**src/rtl/sap_ram_if.sv**
```systemverilog
// W-bus / MAR / programming-port bundle for the SAP memory.
// The master side drives addresses, data and strobes; the slave side is the RAM.
interface sap_ram_if #(
  parameter int ADDR_W = 4,
  parameter int DATA_W = 8
);
  logic [ADDR_W-1:0] Addr;
  logic [DATA_W-1:0] BusIn;
  logic              RAMIn;
  logic              RAMOut;
  logic [DATA_W-1:0] BusOut;
  logic              BusOE;
  logic              prog_mode;
  logic [ADDR_W-1:0] prog_addr;
  logic [DATA_W-1:0] prog_data;
  logic              prog_valid;
  logic              prog_ready;
  logic              busy;

  modport master (
    output Addr, BusIn, RAMIn, RAMOut, prog_mode, prog_addr, prog_data, prog_valid,
    input  BusOut, BusOE, prog_ready, busy
  );

  modport slave (
    input  Addr, BusIn, RAMIn, RAMOut, prog_mode, prog_addr, prog_data, prog_valid,
    output BusOut, BusOE, prog_ready, busy
  );
endinterface

```
**src/rtl/sap_ram.sv**
```systemverilog
// SAP data/program memory: W-bus read/write from the MAR address, zero-fill sweep
// after reset, and a two-cycle handshaked programming port.
module sap_ram #(
  parameter int ADDR_W = 4,
  parameter int DATA_W = 8
) (
  input  logic     clk,
  input  logic     rst,
  sap_ram_if.slave bus
);
  localparam int DEPTH = 2 ** ADDR_W;

  typedef enum logic [1:0] {CLEAR, RUN, PROG, PACK} state_t;

  state_t            state;
  logic [ADDR_W-1:0] cnt;
  logic [DATA_W-1:0] mem [DEPTH];

  logic              we;
  logic [ADDR_W-1:0] waddr;
  logic [DATA_W-1:0] wdata;

  // A single write port shared by the sweep, the W-bus and the programming port;
  // reset suppresses every write on its edge.
  always_comb begin
    we    = 1'b0;
    waddr = bus.Addr;
    wdata = bus.BusIn;
    if (!rst) begin
      case (state)
        CLEAR: begin
          we    = 1'b1;
          waddr = cnt;
          wdata = '0;
        end
        RUN:  we = bus.RAMIn;
        PROG: begin
          we    = bus.prog_valid;
          waddr = bus.prog_addr;
          wdata = bus.prog_data;
        end
        default: we = 1'b0;
      endcase
    end
  end

  always_ff @(posedge clk) begin
    if (we) mem[waddr] <= wdata;
  end

  always_ff @(posedge clk) begin
    if (rst) begin
      state          <= CLEAR;
      cnt            <= '0;
      bus.BusOut     <= '0;
      bus.BusOE      <= 1'b0;
      bus.prog_ready <= 1'b0;
      bus.busy       <= 1'b1;
    end else begin
      case (state)
        CLEAR: begin
          bus.BusOut     <= '0;
          bus.BusOE      <= 1'b0;
          bus.prog_ready <= 1'b0;
          cnt            <= cnt + 1'b1;
          if (&cnt) begin
            state    <= RUN;
            bus.busy <= 1'b0;
          end
        end
        RUN: begin
          // Reads see pre-write contents because mem updates on the same edge.
          if (bus.prog_mode) begin
            state          <= PROG;
            bus.prog_ready <= 1'b1;
            bus.BusOut     <= '0;
            bus.BusOE      <= 1'b0;
          end else if (bus.RAMOut) begin
            bus.BusOut <= mem[bus.Addr];
            bus.BusOE  <= 1'b1;
          end else begin
            bus.BusOut <= '0;
            bus.BusOE  <= 1'b0;
          end
        end
        PROG: begin
          bus.BusOut <= '0;
          bus.BusOE  <= 1'b0;
          if (bus.prog_valid) begin
            state          <= PACK;
            bus.prog_ready <= 1'b0;
          end else if (!bus.prog_mode) begin
            state          <= RUN;
            bus.prog_ready <= 1'b0;
          end
        end
        PACK: begin
          bus.BusOut <= '0;
          bus.BusOE  <= 1'b0;
          if (bus.prog_mode) begin
            state          <= PROG;
            bus.prog_ready <= 1'b1;
          end else begin
            state          <= RUN;
            bus.prog_ready <= 1'b0;
          end
        end
        default: begin
          state    <= CLEAR;
          cnt      <= '0;
          bus.busy <= 1'b1;
        end
      endcase
    end
  end
endmodule
```
**src/flat_wrapper.sv**
```systemverilog
// flat-port wrapper written by rule: the top's interface ports become plain ports
module sap_ram_flat 
#(
  parameter int ADDR_W = 4,
  parameter int DATA_W = 8
)
  (clk, rst, bus_Addr, bus_BusIn, bus_RAMIn, bus_RAMOut, bus_prog_mode, bus_prog_addr, bus_prog_data, bus_prog_valid, bus_BusOut, bus_BusOE, bus_prog_ready, bus_busy);
  sap_ram_if #(.ADDR_W(ADDR_W), .DATA_W(DATA_W)) bus_i ();
  input  logic clk;
  input  logic rst;
  input wire logic [$bits(bus_i.Addr)-1:0] bus_Addr;
  input wire logic [$bits(bus_i.BusIn)-1:0] bus_BusIn;
  input wire logic [$bits(bus_i.RAMIn)-1:0] bus_RAMIn;
  input wire logic [$bits(bus_i.RAMOut)-1:0] bus_RAMOut;
  input wire logic [$bits(bus_i.prog_mode)-1:0] bus_prog_mode;
  input wire logic [$bits(bus_i.prog_addr)-1:0] bus_prog_addr;
  input wire logic [$bits(bus_i.prog_data)-1:0] bus_prog_data;
  input wire logic [$bits(bus_i.prog_valid)-1:0] bus_prog_valid;
  output wire logic [$bits(bus_i.BusOut)-1:0] bus_BusOut;
  output wire logic [$bits(bus_i.BusOE)-1:0] bus_BusOE;
  output wire logic [$bits(bus_i.prog_ready)-1:0] bus_prog_ready;
  output wire logic [$bits(bus_i.busy)-1:0] bus_busy;
  assign bus_i.Addr = bus_Addr;
  assign bus_i.BusIn = bus_BusIn;
  assign bus_i.RAMIn = bus_RAMIn;
  assign bus_i.RAMOut = bus_RAMOut;
  assign bus_i.prog_mode = bus_prog_mode;
  assign bus_i.prog_addr = bus_prog_addr;
  assign bus_i.prog_data = bus_prog_data;
  assign bus_i.prog_valid = bus_prog_valid;
  assign bus_BusOut = bus_i.BusOut;
  assign bus_BusOE = bus_i.BusOE;
  assign bus_prog_ready = bus_i.prog_ready;
  assign bus_busy = bus_i.busy;
  sap_ram #(.ADDR_W(ADDR_W), .DATA_W(DATA_W)) u_core (.clk(clk), .rst(rst), .bus(bus_i));
endmodule
```
**config.mk**
```make
export PLATFORM = sky130hd
export DESIGN_NAME = sap_ram_flat
export DESIGN_NICKNAME = d
export VERILOG_FILES = /design/src/rtl/sap_ram_if.sv /design/src/rtl/sap_ram.sv /design/src/flat_wrapper.sv
export SDC_FILE = /design/constraint.sdc
export NUM_CORES = 1
export LEC_CHECK = 0
export CAP_MARGIN = 20
export CORE_MARGIN = 8
export CORE_UTILIZATION = 30
export CTS_CLUSTER_DIAMETER = 30
export CTS_CLUSTER_SIZE = 30
export DETAILED_ROUTE_END_ITERATION = 12
export GPL_TIMING_DRIVEN = 1
export PLACE_DENSITY_LB_ADDON = 0.3
export SYNTH_ARGS = -nofsm -noshare
export SYNTH_HDL_FRONTEND = slang
export SYNTH_SLANG_ARGS = --single-unit
```
**constraint.sdc**
```tcl
create_clock -name clk -period 2.3 [get_ports clk]
set_input_delay 0.345 -clock clk [delete_from_list [all_inputs] [get_ports clk]]
set_output_delay 0.345 -clock clk [all_outputs]
set_load 0.05 [all_outputs]
```
== Yosys cells after proc, flatten, opt, wreduce, memory -nomap -nowiden ==
Memories as Yosys holds them, arrays and structs flattened.
Cells that the tools add are included.
Widths: inputs -> output; s select.
Operators by class
  add/sub/neg operators: 1
  multipliers: 0
  divide/modulo/power cells: 0
  $lt $le $gt $ge: 0
  equality and inequality tests: 6
  shift-type cells: 0
  mux-type cells: 25
  bitwise gates (word level): 0
  reductions and logical operators: 6
Operators with widths (number)
  $pmux 8 s2: 2
  $mux 8: 3
  $mux 2: 5
  $mux 1: 9
  $pmux 2 s4: 1
  $pmux 4 s2: 1
  $reduce_and 5->1: 1
  $add 4x1->4 const B: 1
  $eq 2x2->1 const B: 2
  $mux 4: 1
  $pmux 1 s4: 1
  $reduce_and 4->1: 1
  $ne 3x3->1 const B: 1
  $pmux 1 s3: 1
  $reduce_and 3->1: 1
  $reduce_or 3->1: 1
  $eq 2x1->1 const B: 1
  $logic_not 2->1: 1
  $ne 2x1->1 const B: 1
  $ne 2x2->1 const B: 1
  $pmux 1 s2: 1
  $reduce_and 2->1: 1
Word-level totals
  bits in registers: 17
  latch bits: 0
  RAM bits: 128
  bits in read-only memories: 0
  input port bits: 30
  output and inout bits: 11
  memories: 1
Memories
  u_core.mem: words 16, width 8, read ports 1, clocked after memory_dff 0, write ports 1, RTL line sap_ram.sv:17  | logic [DATA_W-1:0] mem [DEPTH];

== Logic depth before layout (Yosys ltp) ==
  depth after elaboration: 5
  mapped depth: 7
  mapped depth without buffers: 4

== Worst setup path before layout ==
Ideal clock, no wire load.
  path kind: input-to-reg
  from: input rst
  to: memory u_core.mem[0][5], data pin
  library setup time: 0.330 ns
  arrival: 1.770 ns
  data required time: 1.970 ns
  setup slack: 0.200 ns
  cell stages on the path: 5
  buffers on the path: 3
  cells stage by stage: or2_2 -> clkbuf_1 -> buf_2 -> buf_2 -> o21ai_0
Between the ends
  word-level cells in the longest chain between the ends: 1
Ends and longest elaborated chain
  start: declaration: RTL line flat_wrapper.sv:10  | input logic rst;
  $mux 8: RTL line sap_ram.sv:29  | if (!rst) begin
  named net u_core.wdata[5]: RTL line sap_ram.sv:21  | logic [DATA_W-1:0] wdata;
  end: declaration: RTL line sap_ram.sv:17
The timed path passes the listed nets, and every way through them passes these cells.

== Worst setup path after layout ==
  from: register u_core.state[0]
  to: memory u_core.mem[12][0], enable pin
Between the ends
  word-level cells in the longest chain between the ends: 5
  elaborated cells between the ends (all ways): 9
  those cells by class: eq/ne (2); mux (6); reduce/logical (1)
Ends and longest elaborated chain
  start: declaration: RTL line sap_ram.sv:15  | state_t state;
  start signal: assignment: RTL line sap_ram.sv:53  | state <= CLEAR;
  start signal: assignment: RTL line sap_ram.sv:67  | state <= RUN;
  start signal: assignment: RTL line sap_ram.sv:74  | state <= PROG;
  $eq 2x2->1, or another cell as far along: RTL line sap_ram.sv:30  | case (state)
  $pmux 1 s3: RTL line sap_ram.sv:30
  $mux 1: RTL line sap_ram.sv:29
  $mux 1: RTL line sap_ram.sv:48  | if (we) mem[waddr] <= wdata;
  $mux 1 (implied by the code): RTL line sap_ram.sv:48
Parallel ways exist; a longest one is shown, timed or not.

==> out/results.ini <==
[yosys]
synth-seq-area-share=0.713
ys_types=35
async_reset_ff_frac=0
synth_area_mm2=0.00587
syn_inst=326
ys_ff_latch=145
synth_flop_cell=edfxtp_1
syn-num-nets=357
syn_area_per_cell_um2=18.0
yosysTopAreaCell=edfxtp_1
synth_top_cell_area_share=0.655
synth_common_cells=edfxtp_1 (128), nand2_1 (23), mux4_2 (22), nor2_1 (22)
synth_area_leaders=edfxtp_1 (66%), mux4_2 (8.4%), dfxtp_1 (5.8%), mux4_1 (4.5%), mux2i_1 (2.0%)
synth_most_common_cell=edfxtp_1
synth-edff-count=128
yosysWarnings=0

[sta]
worst_slew_pin_slew_ps=504
rsz0062_at_grt=no
fin_crit_sh=0.885
skew_ps=8.85
fmax_mhz=491
slew-limit-headroom=0.663
drv_slew=0
setup_viol=0
period_minus_slack_ps=2040
timing.hold.ws_ps=454
hold_viol=0

[grt]
antenna_found_initial=0
grt_first_pass_wirelength_um=19900
grt_pass1_vias=3242
grt_usage=0.113
grt_max_degree=29
gr-total-overflow=0

[die]
die_area_mm2=0.0243
core_mm2=0.0193
start_util=0.303
die_h_um=156
fp-row-count=51
die_x_um=156
ioPinCount=41

[clock_tree]
ctsResizeCount=0
clock_sinks=145
root_buffer=clkbuf_16
postCtsHoldBufs=0
cts_max_path_buffers=2
path_clk_slew_ps=60
clk_latency_ps=420
cts_tree=built
h-tree-depth=4
cts_made_buffers=17
post_cts_buffers=0

[worst_setup_path]
critPathKind=reg2reg
end_kind=flip-flop
cp-start-kind=flip-flop
cp_data_arrival_time_ps=2150
worstPathRequired_ps=2420
worstPathMaxFanout=12

[route]
drt-wirelength-per-cell_um=19.2
drt_pass1_iterations=4
drtAntennaViolNets=0
num_vias=3088
routed_wl_um=13000
drcViolationCount=0
viasPerCell=4.55
drt_iter0_drc=252

[cells_and_area]
drive_gt1_frac=0.203
layout-area-overhead-vs-synth_pct=24.3
fill_cells=1760
diodes=0
stdcell_count=678
nNetsFinal=431

[placed_design]
detailed_place_hpwl_um=8790
placed_cells=646
gp_congestion=0.745
io_buffers=40

[power_and_ir_drop]
leakage_nw=2.44
ir_drop_uv=519
power_density_mw_per_mm2=815

[status]
status=completed

[run]
drv_cap=0

[hold_path]
hold_path.class=reg2reg

[worst paths after layout]
kind / from / end / slack [ps] / cells after the start
hold / removal: u_core.bus.busy / u_core.bus.busy / 450 / 1
hold reg to reg: u_core.bus.busy / u_core.bus.busy / 450 / 1
setup / recovery: u_core.state[0] / u_core.mem[12][0] / 260 / 5
setup reg to reg: u_core.state[0] / u_core.mem[12][0] / 260 / 5
[registers in the layout (all words and copies together) (netlist names)]
name / flops
u_core.bus.BusOE: 1
u_core.bus.BusOut: 8
u_core.bus.busy: 1
u_core.bus.prog_ready: 1
u_core.cnt: 4
u_core.mem: 128
u_core.state: 2
[critical path, cell delays in order (launching register included)]
cell	delay, ps
dfxtp_1	420
or2_2	430
o21ai_0	300
nand4b_1	240
nor2_1	150
buf_4	200
[metal layers]
layer,GRT usage,up-vias,part of all wire
li1,-,1444,-
met1,0.153,1521,0.47
met2,0.167,111,0.46
met3,0.0338,12,0.064
met4,0.0416,0,0.013
met5,0,-,0
[metrics by stage]
step / setup WS [ps] / util / power, mW / TNS [ps] / instance area, um2
finish: 263 / 0.377 / 5.94 / 0 / 7290
global route: 95.6 / 0.377 / 6.13 / 0 / 7290
CTS: 267 / 0.377 / 5.99 / 0 / 7290
detailed placement: -16.3 / 0.348 / 3.40 / -280 / 6720
global placement: 50.3 / 0.348 / 3.39 / 0 / 6720
floorplan: 200 / - / 3.22 / 0 / 5870
[power by group]
group / internal [mW] / leakage [nW] / switching, mW
sequential: 2.93 / 1.31 / 0.0162
combinational: 0.179 / 0.846 / 0.214
clock: 1.62 / 0.281 / 0.978
total: 4.73 / 2.44 / 1.21
[logic make-up after synthesis]
kind of cell,count (synthesis),share of synthesized area
multiplexers,44,0.150
XOR/XNOR,3,0.00448
buffers and inverters,23,0.0307
AND/OR/NAND/NOR,65,0.0512
AO/OA/AOI/OAI,45,0.0486
adder cells (fa/ha/maj),1,0.00213
flip-flops,145,0.713
[cells in the final DEF (no fill, tap or decap), types with 9 or more instances in the layout]
master	Yosys	final
clkdlybuf4s50_1	0	39
nand2_1	23	23
mux2i_1	12	12
nor2b_1	9	9
a211oi_1	16	16
o21ai_0	17	15
nor2_1	22	22
clkbuf_16	0	20
mux4_2	22	22
mux4_1	10	10
buf_4	3	31
dfxtp_1	17	17
edfxtp_1	128	128
[area by class of cell]
class,count,area (um2),share of cell area
well taps,265,332,0.0455
multi-input cells,158,1500,0.206
repair buffers,74,688,0.0944
clock buffers,28,551,0.0755
clock inverters,4,18.8,0.00257
flip-flops and latches,145,4180,0.574
inverters,4,15.0,0.00206
Power figures use the tool's default switching activity.
